File: src/rtl/fetch_ctrl_if.sv
// Fetch sequencer handshake bundle: decoder-side inputs and PC/status outputs.
interface fetch_ctrl_if #(
  parameter int PC_W  = 16,
  parameter int CNT_W = 16
);
  logic             start;
  logic             stall;
  logic [3:0]       opcode;
  logic [PC_W-1:0]  jmp_loc;
  logic             eq;
  logic             lt_u;
  logic             lt_s;
  logic [PC_W-1:0]  pc;
  logic             fetch_valid;
  logic             halted;
  logic             done;
  logic [CNT_W-1:0] retired;

  modport master (
    output start, stall, opcode, jmp_loc, eq, lt_u, lt_s,
    input  pc, fetch_valid, halted, done, retired
  );

  modport slave (
    input  start, stall, opcode, jmp_loc, eq, lt_u, lt_s,
    output pc, fetch_valid, halted, done, retired
  );
endinterface

File: src/rtl/fetch_ctrl.sv
// Program counter / fetch sequencer: picks next PC from the decoded opcode and
// branch flags, stalls on request, stops on HALT and counts retirements.
module fetch_ctrl #(
  parameter int              PC_W     = 16,
  parameter logic [PC_W-1:0] RESET_PC = '0,
  parameter int              CNT_W    = 16
) (
  input  logic       clk,
  input  logic       rst_n,
  fetch_ctrl_if.slave bus
);

  localparam logic [1:0] ST_IDLE = 2'd0;
  localparam logic [1:0] ST_RUN  = 2'd1;
  localparam logic [1:0] ST_HALT = 2'd2;

  localparam logic [3:0] OP_JMP  = 4'b0010;
  localparam logic [3:0] OP_BNE  = 4'b1010;
  localparam logic [3:0] OP_BEQ  = 4'b1011;
  localparam logic [3:0] OP_BLT  = 4'b1100;
  localparam logic [3:0] OP_BLS  = 4'b1111;
  localparam logic [3:0] OP_HALT = 4'b1110;

  logic [1:0]       state_q, state_d;
  logic [PC_W-1:0]  pc_q, pc_d;
  logic [PC_W-1:0]  pc_inc;
  logic [CNT_W-1:0] retired_q, retired_d;
  logic             done_q, done_d;

  always_comb begin
    state_d   = state_q;
    pc_d      = pc_q;
    retired_d = retired_q;
    done_d    = 1'b0;
    pc_inc    = pc_q + PC_W'(1);

    case (state_q)
      ST_IDLE, ST_HALT: begin
        if (bus.start) begin
          state_d   = ST_RUN;
          pc_d      = RESET_PC;
          retired_d = '0;
        end
      end
      ST_RUN: begin
        if (!bus.stall) begin
          retired_d = (retired_q == '1) ? retired_q : retired_q + CNT_W'(1);
          // Unlisted or unknown opcodes fall to the sequential default.
          case (bus.opcode)
            OP_JMP:  pc_d = bus.jmp_loc;
            OP_BNE:  pc_d = !bus.eq  ? bus.jmp_loc : pc_inc;
            OP_BEQ:  pc_d = bus.eq   ? bus.jmp_loc : pc_inc;
            OP_BLT:  pc_d = bus.lt_u ? bus.jmp_loc : pc_inc;
            OP_BLS:  pc_d = bus.lt_s ? bus.jmp_loc : pc_inc;
            OP_HALT: begin
              state_d = ST_HALT;
              done_d  = 1'b1;
            end
            default: pc_d = pc_inc;
          endcase
        end
      end
      default: begin
        state_d   = ST_IDLE;
        pc_d      = RESET_PC;
        retired_d = '0;
      end
    endcase
  end

  always_ff @(posedge clk or negedge rst_n) begin
    if (!rst_n) begin
      state_q   <= ST_IDLE;
      pc_q      <= RESET_PC;
      retired_q <= '0;
      done_q    <= 1'b0;
    end else begin
      state_q   <= state_d;
      pc_q      <= pc_d;
      retired_q <= retired_d;
      done_q    <= done_d;
    end
  end

  assign bus.pc          = pc_q;
  assign bus.fetch_valid = (state_q == ST_RUN);
  assign bus.halted      = (state_q == ST_HALT);
  assign bus.done        = done_q;
  assign bus.retired     = retired_q;

endmodule

File: src/flat_wrapper.sv
// flat-port wrapper written by rule: the top's interface ports become plain ports
module fetch_ctrl_flat 
#(
  parameter int              PC_W     = 16,
  parameter logic [PC_W-1:0] RESET_PC = '0,
  parameter int              CNT_W    = 16
)
  (clk, rst_n, bus_start, bus_stall, bus_opcode, bus_jmp_loc, bus_eq, bus_lt_u, bus_lt_s, bus_pc, bus_fetch_valid, bus_halted, bus_done, bus_retired);
  fetch_ctrl_if #(.PC_W(PC_W), .CNT_W(CNT_W)) bus_i ();
  input  logic clk;
  input  logic rst_n;
  input wire logic [$bits(bus_i.start)-1:0] bus_start;
  input wire logic [$bits(bus_i.stall)-1:0] bus_stall;
  input wire logic [$bits(bus_i.opcode)-1:0] bus_opcode;
  input wire logic [$bits(bus_i.jmp_loc)-1:0] bus_jmp_loc;
  input wire logic [$bits(bus_i.eq)-1:0] bus_eq;
  input wire logic [$bits(bus_i.lt_u)-1:0] bus_lt_u;
  input wire logic [$bits(bus_i.lt_s)-1:0] bus_lt_s;
  output wire logic [$bits(bus_i.pc)-1:0] bus_pc;
  output wire logic [$bits(bus_i.fetch_valid)-1:0] bus_fetch_valid;
  output wire logic [$bits(bus_i.halted)-1:0] bus_halted;
  output wire logic [$bits(bus_i.done)-1:0] bus_done;
  output wire logic [$bits(bus_i.retired)-1:0] bus_retired;
  assign bus_i.start = bus_start;
  assign bus_i.stall = bus_stall;
  assign bus_i.opcode = bus_opcode;
  assign bus_i.jmp_loc = bus_jmp_loc;
  assign bus_i.eq = bus_eq;
  assign bus_i.lt_u = bus_lt_u;
  assign bus_i.lt_s = bus_lt_s;
  assign bus_pc = bus_i.pc;
  assign bus_fetch_valid = bus_i.fetch_valid;
  assign bus_halted = bus_i.halted;
  assign bus_done = bus_i.done;
  assign bus_retired = bus_i.retired;
  fetch_ctrl #(.PC_W(PC_W), .RESET_PC(RESET_PC), .CNT_W(CNT_W)) u_core (.clk(clk), .rst_n(rst_n), .bus(bus_i));
endmodule
File: config.mk
export PLATFORM = sky130hd
export DESIGN_NAME = fetch_ctrl_flat
export DESIGN_NICKNAME = d
export VERILOG_FILES = /design/src/rtl/fetch_ctrl_if.sv /design/src/rtl/fetch_ctrl.sv /design/src/flat_wrapper.sv
export SDC_FILE = /design/constraint.sdc
export NUM_CORES = 1
export LEC_CHECK = 0
export CORE_UTILIZATION = 48
export CTS_CLUSTER_SIZE = 25
export DETAILED_ROUTE_END_ITERATION = 8
export PLACE_DENSITY = 0.87
export SLEW_MARGIN = 40
export SYNTH_ARGS = -nofsm -noshare
export SYNTH_HDL_FRONTEND = slang
export SYNTH_SLANG_ARGS = --single-unit
File: constraint.sdc
create_clock -name clk -period 2.1 [get_ports clk]
set_input_delay 0.42 -clock clk [delete_from_list [all_inputs] [get_ports clk]]
set_output_delay 0.42 -clock clk [all_outputs]
set_load 0.02 [all_outputs]
==> reports/metrics.cfg <==
[grt]
grt_max_degree = 36
grt_pass1_vias = 2192
antenna_found_initial = 0
gr-usage-all-layers_pct = 26.8
grt_pass1_wl_um = 10300
grt_overflow = 0

[sta]
worst_pin_slew_ps = 516
fmax_mhz = 506
maxSlewHeadroom_pct = 65.5
rsz0062_at_grt = false
drv_slew = 0
finalCritPeriodShare_pct = 94.2
timing.hold.ws_ps = 532
min_period_ps = 1980
setup_viol = 0
clock_skew_ps = 15.6
hold_violations = 0

[setup_path]
path_class = in -> reg
cp.arrival_ps = 2220
crit_slowest_cell = clkdlybuf4s50_1
ff2ff_setup_slack_ps = 220
worstSetupEndpointType = flop
crit_chain = clkdlybuf4s50_1 > xor2_1 > o32ai_2 > nand2b_1 > or4_1 > nand3_1
start_kind = input port
r2r-start = u_core.bus.retired[0]$_DFFE_PN0P_
worst_r2r_path_depth = 6
r2r-end = u_core.bus.retired[6]$_DFFE_PN0P_
worstPathMaxFanout = 7
cp.required_ps = 2340
critPathMaxStageDelay_ps = 560

[outcome]
outcome = finished, final reports clean

[synthesis]
syn-num-nets = 269
syn-mean-instance-area_um2 = 9.11
synth.distinct_cells = 53
ys_ff_latch = 35
netlist_instances = 240
ys.warnings.count = 0
synthesis.area_mm2 = 0.00219
synth_edf_count = 0
yosys_most_used_dff = dfrtp_1
synthArstFlopShare_pct = 100
ys_seq_area_share_pct = 40.1

[power_and_ir_drop]
powerDensity_mw_per_mm2 = 882
p_leak_uw = 0.00127
vdd.ir_drop.worst_mv = 0.556

[cells_and_area]
diodes = 0
drive_gt1_share_pct = 12.7
utilization_pct = 70.7
area_delta_synth_final_pct = 40.9
final_nets = 351

[cts]
cts_buffer_depth = 2
clkTransAtPathRegs_ps = 80
numCtsBuffers = 5
insertion_delay_ps = 300
cts_tree = yes
postCtsHoldBufs = 0
cts_htree_levels = 2
cts_num_sinks = 35
clockRootBuffer = clkbuf_8

[placement]
portBuffers = 61
gp_congestion = 0.911
hpwl_um = 4470

[hold_path]
hold_path.class = in -> async

[drt]
drt_pre_antenna_iters = 4
vias = 2304
wl_per_cell_um = 16.5
drtIter0Drc = 197
routed_wl_um = 6200
drc_errors = 0
via_per_inst = 6.14
drtAntennaViolNets = 0

[job]
maxCapViolations = 0

[floorplanning]
num_rows = 24
ioPinCount = 62
dieArea_mm2 = 0.00483
core_area_mm2 = 0.00435
initial_core_util_pct = 50.2
die_h_um = 69.5
die_w_um = 69.5

## cell usage after synthesis (4+ instances only)
| cell type | instances | area, µm² |
|---|---|---|
| o2bb2ai_1 | 6 | 52.6 |
| nor3_1 | 10 | 50.1 |
| and3_1 | 5 | 31.3 |
| buf_2 | 4 | 20.0 |
| nor2_1 | 21 | 78.8 |
| o21ai_0 | 23 | 115 |
| o21ai_1 | 5 | 25.0 |
| nand4_1 | 12 | 75.1 |
| nand3_1 | 12 | 60.1 |
| xnor2_1 | 6 | 52.6 |
| dfrtp_1 | 35 | 876 |
| nand2_1 | 22 | 82.6 |
| mux2i_1 | 7 | 70.1 |
| a32oi_1 | 6 | 52.6 |
| and4_1 | 5 | 43.8 |
| inv_1 | 4 | 15.0 |
## repair_timing
item                                    in CTS  in global routing
endpoints found under the setup margin       0                  3
resized for setup                            0                  2
endpoints found under the hold margin        0                  0
buffers inserted                             0                  2
## stage by stage
stage          total power [µW]  std cells  TNS [ps]  setup slack (ps)  area [µm²]
6_report                   2720        375         0               122        3080
5_1_grt                    2870        375         0              21.0        3080
4_1_cts                    2700        373         0              20.9        3060
3_5_place_dp               2150        365     -1830              -201        2960
3_3_place_gp               2110        365      -821             -96.1        2960
2_1_floorplan              1630        240         0               343        2190
## placed cells by master (no fill, tap or decap), types with 4 or more instances in the layout
cell	synthesis	layout
nand2_1	22	22
mux2i_1	7	7
inv_1	4	4
nor2_1	21	21
and3_1	5	5
buf_4	0	21
dfrtp_1	35	35
o21ai_0	23	22
o2bb2ai_1	6	6
a32oi_1	6	6
clkbuf_8	0	7
o21ai_1	5	6
clkdlybuf4s50_1	0	60
nand3_1	12	12
nand4_1	12	12
and4_1	5	5
xnor2_1	6	6
nor3_1	10	10
## report_power, final
group | internal (µW) | total (µW) | switching [µW] | leakage (µW)
Clock | 298 | 556 | 258 | 0.0000505
Combinational | 516 | 1160 | 644 | 0.000744
Sequential | 798 | 1000 | 202 | 0.000475
Total | 1610 | 2720 | 1100 | 0.00127
## cell type report
| type | count | area [µm²] |
|---|---|---|
| clock buffers | 7 | 96.3 |
| clock inverters | 1 | 7.51 |
| fillers | 332 | 1270 |
| inverters | 5 | 21.3 |
| multi-input cells | 193 | 1240 |
| flip-flops and latches | 35 | 876 |
| well taps | 52 | 65.1 |
| repair buffers | 82 | 771 |
## worst max-delay path by stage
stage | cells past startpoint | from | slack [ps] | to
after floorplan | 6 | u_core.bus.retired[0]$_DFFE_PN0P_ | 340 | u_core.bus.retired[14]$_DFFE_PN0P_
after global placement | 6 | bus_opcode[0] | -100 | u_core.bus.pc[13]$_DFFE_PN0P_
after detailed placement | 6 | bus_opcode[3] | -200 | u_core.bus.pc[13]$_DFFE_PN0P_
after CTS | 3 | u_core.state_q[1]$_DFFE_PN0P_ | 20 | bus_fetch_valid
after global routing | 6 | bus_opcode[0] | 20 | u_core.bus.pc[13]$_DFFE_PN0P_
final | 6 | bus_opcode[0] | 120 | u_core.bus.pc[13]$_DFFE_PN0P_
## metal layers
layer | wire length, µm | vias up | part of all wire, % | GRT usage, %
met5 | 0 | - | 0 | 0
met4 | 120 | 0 | 1.9 | 11.3
met3 | 423 | 15 | 6.8 | 5.52
met2 | 2920 | 92 | 47 | 41.3
met1 | 2740 | 1116 | 44 | 36.7
li1 | - | 1081 | - | -
## state kept, by name, indices dropped and copies added (netlist names)
name and count:
u_core.bus.done 1, u_core.bus.pc 16, u_core.bus.retired 16, u_core.state_q 2
## kinds of logic after synthesis
| family | count (synthesis) | synth area share [%] |
|---|---|---|
| mux | 7 | 3.21 |
| xor+xnor | 9 | 3.61 |
| flops | 35 | 40.1 |
| compound gates | 64 | 20.1 |
| simple gates | 111 | 28.7 |
| buf+inv | 12 | 3.09 |
| fa+ha+maj | 2 | 1.14 |
## critical path: cells and delay by family
family / cells / cell delay [ps]
AO/OA/AOI/OAI: 1 / 130
XOR/XNOR: 1 / 210
AND/OR/NAND/NOR: 3 / 900
buffers and inverters: 1 / 560
Note: power is estimated with default switching activity, not from simulation.
